[config.mk]
export PLATFORM = sky130hd
export DESIGN_NAME = pid_incr
export DESIGN_NICKNAME = d
export VERILOG_FILES = /design/src/rtl/pid_incr.sv
export SDC_FILE = /design/constraint.sdc
export NUM_CORES = 1
export LEC_CHECK = 0
export BUFFER_PORTS_ARGS = -buffer_cell sky130_fd_sc_hd__buf_2
export CORE_ASPECT_RATIO = 1.5
export CORE_MARGIN = 3
export CORE_UTILIZATION = 55
export CTS_CLUSTER_SIZE = 30
export DETAILED_ROUTE_END_ITERATION = 6
export PLACE_DENSITY_LB_ADDON = 0.1
export SLEW_MARGIN = 20
export SYNTH_ARGS = -nofsm -noshare
export SYNTH_HDL_FRONTEND = slang
export SYNTH_SLANG_ARGS = --single-unit
[constraint.sdc]
create_clock -name clk -period 12.68 [get_ports clk]
set_clock_uncertainty 0.1 [all_clocks]
set_input_delay 1.268 -clock clk [delete_from_list [all_inputs] [get_ports clk]]
set_output_delay 1.268 -clock clk [all_outputs]
set_load 0.1 [all_outputs]
[src/rtl/pid_incr.sv]
// -----------------------------------------------------------------------------
// pid_incr -- incremental (velocity-form) PID controller step.
//
// Accepts one error triple e(k), e(k-1), e(k-2) plus Q4.4 gains, runs it
// through a single shared signed multiplier over three cycles, then updates
// the held control value u by du = (kp*dp + ki*di + kd*dd) >>> 4, clamped to
// [0, UMAX].
//
// Ports
//   clk        system clock, all state on rising edge
//   rst_n      asynchronous active-low reset
//   clr        synchronous clear of controller state (aborts a transaction)
//   err_valid  error triple valid
//   err_ready  block can accept a triple (IDLE only)
//   ek0..ek2   signed e(k), e(k-1), e(k-2)
//   kp, ki, kd unsigned Q4.4 gains
//   u          registered unsigned control value
//   u_valid    one-cycle pulse, u just updated
//   busy       high in every state except IDLE
// -----------------------------------------------------------------------------
module pid_incr #(
    parameter int EW   = 10,
    parameter int KW   = 8,
    parameter int UW   = 10,
    parameter int UMAX = 1023
) (
    input  logic                 clk,
    input  logic                 rst_n,
    input  logic                 clr,
    input  logic                 err_valid,
    output logic                 err_ready,
    input  logic signed [EW-1:0] ek0,
    input  logic signed [EW-1:0] ek1,
    input  logic signed [EW-1:0] ek2,
    input  logic        [KW-1:0] kp,
    input  logic        [KW-1:0] ki,
    input  logic        [KW-1:0] kd,
    output logic        [UW-1:0] u,
    output logic                 u_valid,
    output logic                 busy
);

    // Data operand wide enough for dd = ek0 - 2*ek1 + ek2 without overflow.
    localparam int DW = EW + 2;
    localparam int GW = KW + 1;          // gain zero-extended to signed
    localparam int PW = DW + GW;         // full product width
    localparam int AW = EW + KW + 5;     // accumulator width
    localparam int NW = AW + 2;          // u + du, never overflows

    typedef enum logic [2:0] {
        IDLE  = 3'd0,
        MUL_P = 3'd1,
        MUL_I = 3'd2,
        MUL_D = 3'd3,
        ACC   = 3'd4,
        OUT   = 3'd5
    } state_t;

    state_t                state_r;
    state_t                state_next_s;
    logic signed [EW-1:0]  ek0_r, ek1_r, ek2_r;
    logic        [KW-1:0]  kp_r, ki_r, kd_r;
    logic signed [AW-1:0]  acc_r;
    logic        [UW-1:0]  u_r;
    logic                  u_valid_r;
    logic                  busy_r;
    logic                  err_ready_r;

    logic                  transfer_s;
    logic signed [DW-1:0]  ek0_x_s, ek1_x_s, ek2_x_s;
    logic signed [DW-1:0]  dp_s, di_s, dd_s;
    logic signed [DW-1:0]  mul_a_s;
    logic signed [GW-1:0]  mul_g_s;
    logic signed [PW-1:0]  mul_a_x_s, mul_g_x_s, prod_s;
    logic signed [AW-1:0]  prod_ext_s;
    logic signed [AW-1:0]  du_s;
    logic signed [NW-1:0]  u_next_s;

    // Saturate the signed candidate value into the unsigned output range.
    function automatic logic [UW-1:0] clamp_u(input logic signed [NW-1:0] v);
        logic [UW-1:0] r;
        if (v[NW-1]) begin
            r = {UW{1'b0}};
        end else if (v > NW'(UMAX)) begin
            r = UW'(UMAX);
        end else begin
            r = v[UW-1:0];
        end
        return r;
    endfunction

    // err_ready_r is only ever set on entry to IDLE, so it also gates transfer
    // during the first cycle after reset release.
    assign transfer_s = (state_r == IDLE) && err_valid && err_ready_r;

    assign ek0_x_s = {{(DW-EW){ek0_r[EW-1]}}, ek0_r};
    assign ek1_x_s = {{(DW-EW){ek1_r[EW-1]}}, ek1_r};
    assign ek2_x_s = {{(DW-EW){ek2_r[EW-1]}}, ek2_r};
    assign dp_s    = ek0_x_s - ek1_x_s;
    assign di_s    = ek0_x_s;
    assign dd_s    = ek0_x_s - (ek1_x_s <<< 1) + ek2_x_s;

    // Shared multiplier operand select, one term per MUL_* state.
    always_comb begin
        mul_a_s = {DW{1'b0}};
        mul_g_s = {GW{1'b0}};
        case (state_r)
            MUL_P: begin
                mul_a_s = dp_s;
                mul_g_s = $signed({1'b0, kp_r});
            end
            MUL_I: begin
                mul_a_s = di_s;
                mul_g_s = $signed({1'b0, ki_r});
            end
            MUL_D: begin
                mul_a_s = dd_s;
                mul_g_s = $signed({1'b0, kd_r});
            end
            default: begin
                mul_a_s = {DW{1'b0}};
                mul_g_s = {GW{1'b0}};
            end
        endcase
    end

    // Operands are sign-extended to full product width so the multiply is exact.
    assign mul_a_x_s  = {{(PW-DW){mul_a_s[DW-1]}}, mul_a_s};
    assign mul_g_x_s  = {{(PW-GW){mul_g_s[GW-1]}}, mul_g_s};
    assign prod_s     = mul_a_x_s * mul_g_x_s;
    assign prod_ext_s = {{(AW-PW){prod_s[PW-1]}}, prod_s};

    // Q4.4 gain scaling: arithmetic shift floors toward -inf.
    assign du_s     = acc_r >>> 4;
    assign u_next_s = $signed({{(NW-UW){1'b0}}, u_r}) + {{(NW-AW){du_s[AW-1]}}, du_s};

    // Next-state logic: fixed sequence once a triple is accepted.
    always_comb begin
        state_next_s = state_r;
        case (state_r)
            IDLE: begin
                if (transfer_s) begin
                    state_next_s = MUL_P;
                end else begin
                    state_next_s = IDLE;
                end
            end
            MUL_P:   state_next_s = MUL_I;
            MUL_I:   state_next_s = MUL_D;
            MUL_D:   state_next_s = ACC;
            ACC:     state_next_s = OUT;
            OUT:     state_next_s = IDLE;
            default: state_next_s = IDLE;
        endcase
    end

    // State register and registered handshake/status outputs.
    always_ff @(posedge clk or negedge rst_n) begin
        if (!rst_n) begin
            state_r     <= IDLE;
            err_ready_r <= 1'b0;
            busy_r      <= 1'b0;
            u_valid_r   <= 1'b0;
        end else if (clr) begin
            state_r     <= IDLE;
            err_ready_r <= 1'b1;
            busy_r      <= 1'b0;
            u_valid_r   <= 1'b0;
        end else begin
            state_r     <= state_next_s;
            err_ready_r <= (state_next_s == IDLE);
            busy_r      <= (state_next_s != IDLE);
            u_valid_r   <= (state_next_s == OUT);
        end
    end

    // Capture the triple and gains on transfer; held for the whole transaction.
    always_ff @(posedge clk or negedge rst_n) begin
        if (!rst_n) begin
            ek0_r <= {EW{1'b0}};
            ek1_r <= {EW{1'b0}};
            ek2_r <= {EW{1'b0}};
            kp_r  <= {KW{1'b0}};
            ki_r  <= {KW{1'b0}};
            kd_r  <= {KW{1'b0}};
        end else if (clr) begin
            ek0_r <= {EW{1'b0}};
            ek1_r <= {EW{1'b0}};
            ek2_r <= {EW{1'b0}};
            kp_r  <= {KW{1'b0}};
            ki_r  <= {KW{1'b0}};
            kd_r  <= {KW{1'b0}};
        end else if (transfer_s) begin
            ek0_r <= ek0;
            ek1_r <= ek1;
            ek2_r <= ek2;
            kp_r  <= kp;
            ki_r  <= ki;
            kd_r  <= kd;
        end else begin
            ek0_r <= ek0_r;
            ek1_r <= ek1_r;
            ek2_r <= ek2_r;
            kp_r  <= kp_r;
            ki_r  <= ki_r;
            kd_r  <= kd_r;
        end
    end

    // Accumulator: MUL_P starts a fresh sum, MUL_I/MUL_D add to it.
    always_ff @(posedge clk or negedge rst_n) begin
        if (!rst_n) begin
            acc_r <= {AW{1'b0}};
        end else if (clr) begin
            acc_r <= {AW{1'b0}};
        end else begin
            case (state_r)
                MUL_P:        acc_r <= prod_ext_s;
                MUL_I, MUL_D: acc_r <= acc_r + prod_ext_s;
                default:      acc_r <= acc_r;
            endcase
        end
    end

    // Control value: only updated on the ACC->OUT edge.
    always_ff @(posedge clk or negedge rst_n) begin
        if (!rst_n) begin
            u_r <= {UW{1'b0}};
        end else if (clr) begin
            u_r <= {UW{1'b0}};
        end else if (state_r == ACC) begin
            u_r <= clamp_u(u_next_s);
        end else begin
            u_r <= u_r;
        end
    end

    assign err_ready = err_ready_r;
    assign busy      = busy_r;
    assign u_valid   = u_valid_r;
    assign u         = u_r;

endmodule

==> results.sh <==
export IMPL_rsz0062_at_grt="false"
export IMPL_outcome="completed"
export IMPL_r2r_cells=35
export IMPL_syn_to_final_growth_pct=8.332
export IMPL_io_buffers=70
export IMPL_vias_per_cell=5.576
export IMPL_drtIter0Drc=439
export IMPL_synth_area_sq_um=10680
export IMPL_cap_violations=0
export IMPL_hpwlAfterDp_um=21080
export IMPL_seq_area_frac_synth_pct=21.80
export IMPL_path_clk_slew_ns=0.09
export IMPL_worstPathArrival_ns=9.15
export IMPL_ys_warn_count=0
export IMPL_hold_viol=0
export IMPL_cts_resized=0
export IMPL_wire_per_inst_um=15.99
export IMPL_synth_area_leaders="dfrtp_1 (22%), fa_1 (17%), ha_1 (11%), nand2_1 (7.1%), inv_1 (6.5%)"
export IMPL_core_area_sq_um=18780
export IMPL_post_place_ws_ns=3.760
export IMPL_worst_setup_path_start_kind="flop"
export IMPL_grt_pass1_vias=9350
export IMPL_multi_input_area_sq_um=7463
export IMPL_via_count=9077
export IMPL_setup_violations_final=0
export IMPL_ff_latch_area_sq_um=2327
export IMPL_synth_edf_count=0
export IMPL_r2r_slack_ns=3.68
export IMPL_end_kind="flop"
export IMPL_cp_required_ns=12.83
export IMPL_yosys_top_cells_count="nand2_1 (201), inv_1 (186), a21oi_1 (123)"
export IMPL_wl_um=26030
export IMPL_place_congestion=0.9658
export IMPL_postCtsSetupRepairBufs=0
export IMPL_rows=61
export IMPL_p_per_area_nw_per_um2=122.3
export IMPL_setup_tns_ns=0
export IMPL_fin_crit_ns=9.005
export IMPL_tritoncts="yes"
export IMPL_async_flop_share_pct=100.0
export IMPL_synth_most_common_cell="nand2_1"
export IMPL_power_w=0.001415
export IMPL_yosys_area_top_type="dfrtp_1"
export IMPL_antenna_cells=0
export IMPL_slowest_delay_ns=0.54
export IMPL_slew_viol_final=0
export IMPL_synth_top_area_share_pct=21.80
export IMPL_fin_ws_ns=3.675
export IMPL_dieArea_sq_um=21150
export IMPL_hold_path_class="flop to flop"
export IMPL_postSynthCellCount=1327
export IMPL_ctsHoldBuffers=0
export IMPL_use_met1_pct=26.06
export IMPL_layout_nets=1615
export IMPL_synth_nets=1571
export IMPL_grt_overflow_total=0
export IMPL_busiest_layer="met2"
export IMPL_grt_util_met3_pct=2.974
export IMPL_grt_pass1_wl_um=43200
export IMPL_critPathSlowestCell="fa_1"
export IMPL_drive_gt1_share_pct=9.375
export IMPL_clock_sinks=93
export IMPL_root_buffer="clkbuf_16"
export IMPL_pin_count=71
export IMPL_avgSynthCellArea_sq_um=8.046
export IMPL_antenna_found_initial=0
export IMPL_fmax_mhz=111.1
export IMPL_htree_levels=3
export IMPL_n_fill_cell=1760
export IMPL_peakVddDrop_mv=0.1013
export IMPL_synth_flop_cell="dfrtp_1"
export IMPL_path_class="flop to flop"
export IMPL_track_usage_pct=25.37
export IMPL_cts_buffer_depth=2
export IMPL_slew_headroom_pct=34.04
export IMPL_p_leak_nw=5.685
export IMPL_synth_ff_latch_count=93
export IMPL_fin_crit_sh_pct=71.01
export IMPL_die_h_um=176.6
export IMPL_final_antenna_net_count=0
export IMPL_dr_pass1_iters=5
export IMPL_initial_core_util_pct=56.86
export IMPL_crit_fanout=16
export IMPL_grt_util_met2_pct=50.90
export IMPL_cts_made_buffers=9
export IMPL_clk_latency_ns=0.37
export IMPL_worst_slew_pin_slew_ns=0.9895
export IMPL_grt_start_max_net_pins=65
export IMPL_drc_errors=0
export IMPL_synth_distinct_cells=65
export IMPL_die_width_um=119.8
export IMPL_worstHoldPathCells=2
==> cell usage in the layout, fill, tap and decap left out, types with 5 or more instances in the layout <==
master / synthesis / routed
a22oi_1: 7 / 7
nand3_1: 12 / 12
xnor2_1: 43 / 43
or3_1: 6 / 6
o21bai_1: 8 / 8
mux2i_1: 11 / 11
nand2b_1: 14 / 14
a21oi_1: 123 / 123
or2_2: 10 / 10
fa_1: 91 / 91
buf_4: 0 / 13
and3_1: 7 / 7
dfrtp_1: 93 / 93
a31oi_1: 9 / 9
nor3_1: 33 / 33
nor2_1: 116 / 115
buf_2: 3 / 69
xor2_1: 15 / 15
o21a_1: 8 / 8
a21o_1: 31 / 31
inv_1: 186 / 186
a211oi_1: 5 / 5
nand2_1: 201 / 201
o21ai_0: 61 / 61
clkbuf_16: 0 / 9
nor2b_1: 8 / 8
o211ai_1: 6 / 6
a22o_1: 5 / 5
ha_1: 95 / 95
a311oi_1: 5 / 5
nand3b_1: 5 / 5
==> sequential cells by signal, summed over array words and instances, names as in the netlist, 3 cells and up <==
name,count
acc_r,23
ek0_r,10
ek1_r,10
ek2_r,10
u,10
kd_r,8
ki_r,8
kp_r,8
state_r,3
==> stage by stage <==
step	cell area [sq um]	hold slack [ns]	cells	util, %
2_1_floorplan	10680	0.3563	1327	-
3_3_place_gp	11250	0.3707	1612	59.94
3_5_place_dp	11250	0.3832	1612	59.94
4_1_cts	11570	0.4017	1628	61.60
5_1_grt	11570	0.4213	1628	61.60
6_report	11570	0.3961	1628	61.60
==> per-layer routing <==
| metal | share of wire, % | vias up |
|---|---|---|
| met5 | 0 | - |
| met4 | 4.0 | 0 |
| met3 | 2.5 | 58 |
| met2 | 56 | 188 |
| met1 | 38 | 4377 |
| li1 | - | 4454 |
==> cells by family (layout without fill, tap and decap cells) <==
kind of cell	Yosys count	in the layout	share of synthesized area, %
compound gates	310	310	17.99
xor+xnor	58	58	4.758
fa+ha+maj	186	186	28.20
buf+inv	237	286	8.367
flops	93	93	21.80
mux	15	15	1.477
simple gates	428	428	17.41
==> report_power, final <==
| part | internal (W) | switching (W) |
|---|---|---|
| registers | 0.000334 | 0.0000342 |
| clock network | 0.000143 | 0.000148 |
| logic | 0.000273 | 0.000483 |
| total | 0.000749 | 0.000665 |
==> final cells by class <==
| class | count | area share (%) |
|---|---|---|
| clock buffer | 9 | 1.947 |
| clock inverter | 7 | 0.7464 |
| multi-input combinational | 997 | 64.53 |
| timing repair buffer | 82 | 3.830 |
| tap | 252 | 2.726 |
| inverter | 188 | 6.101 |
| sequential | 93 | 20.12 |
==> critical path: cells and delay by family (launching register included) <==
kind / cells / cell delay, ns
flops: 1 / 0.38
compound gates: 16 / 3.55
buf+inv: 5 / 0.29
mux: 1 / 0.10
fa+ha+maj: 8 / 3.36
simple gates: 5 / 1.07
==> path summary, 6_finish.rpt <==
kind                       startpoint   endpoint
setup / recovery             ek0_r[2]  acc_r[21]
hold reg to reg              acc_r[0]   acc_r[0]
min in group asynchronous       rst_n       u[1]
max in group asynchronous       rst_n    ki_r[7]
hold / removal               acc_r[0]   acc_r[0]
setup reg to reg             ek0_r[2]  acc_r[21]
No activity file was read; power rests on OpenSTA's default activity.
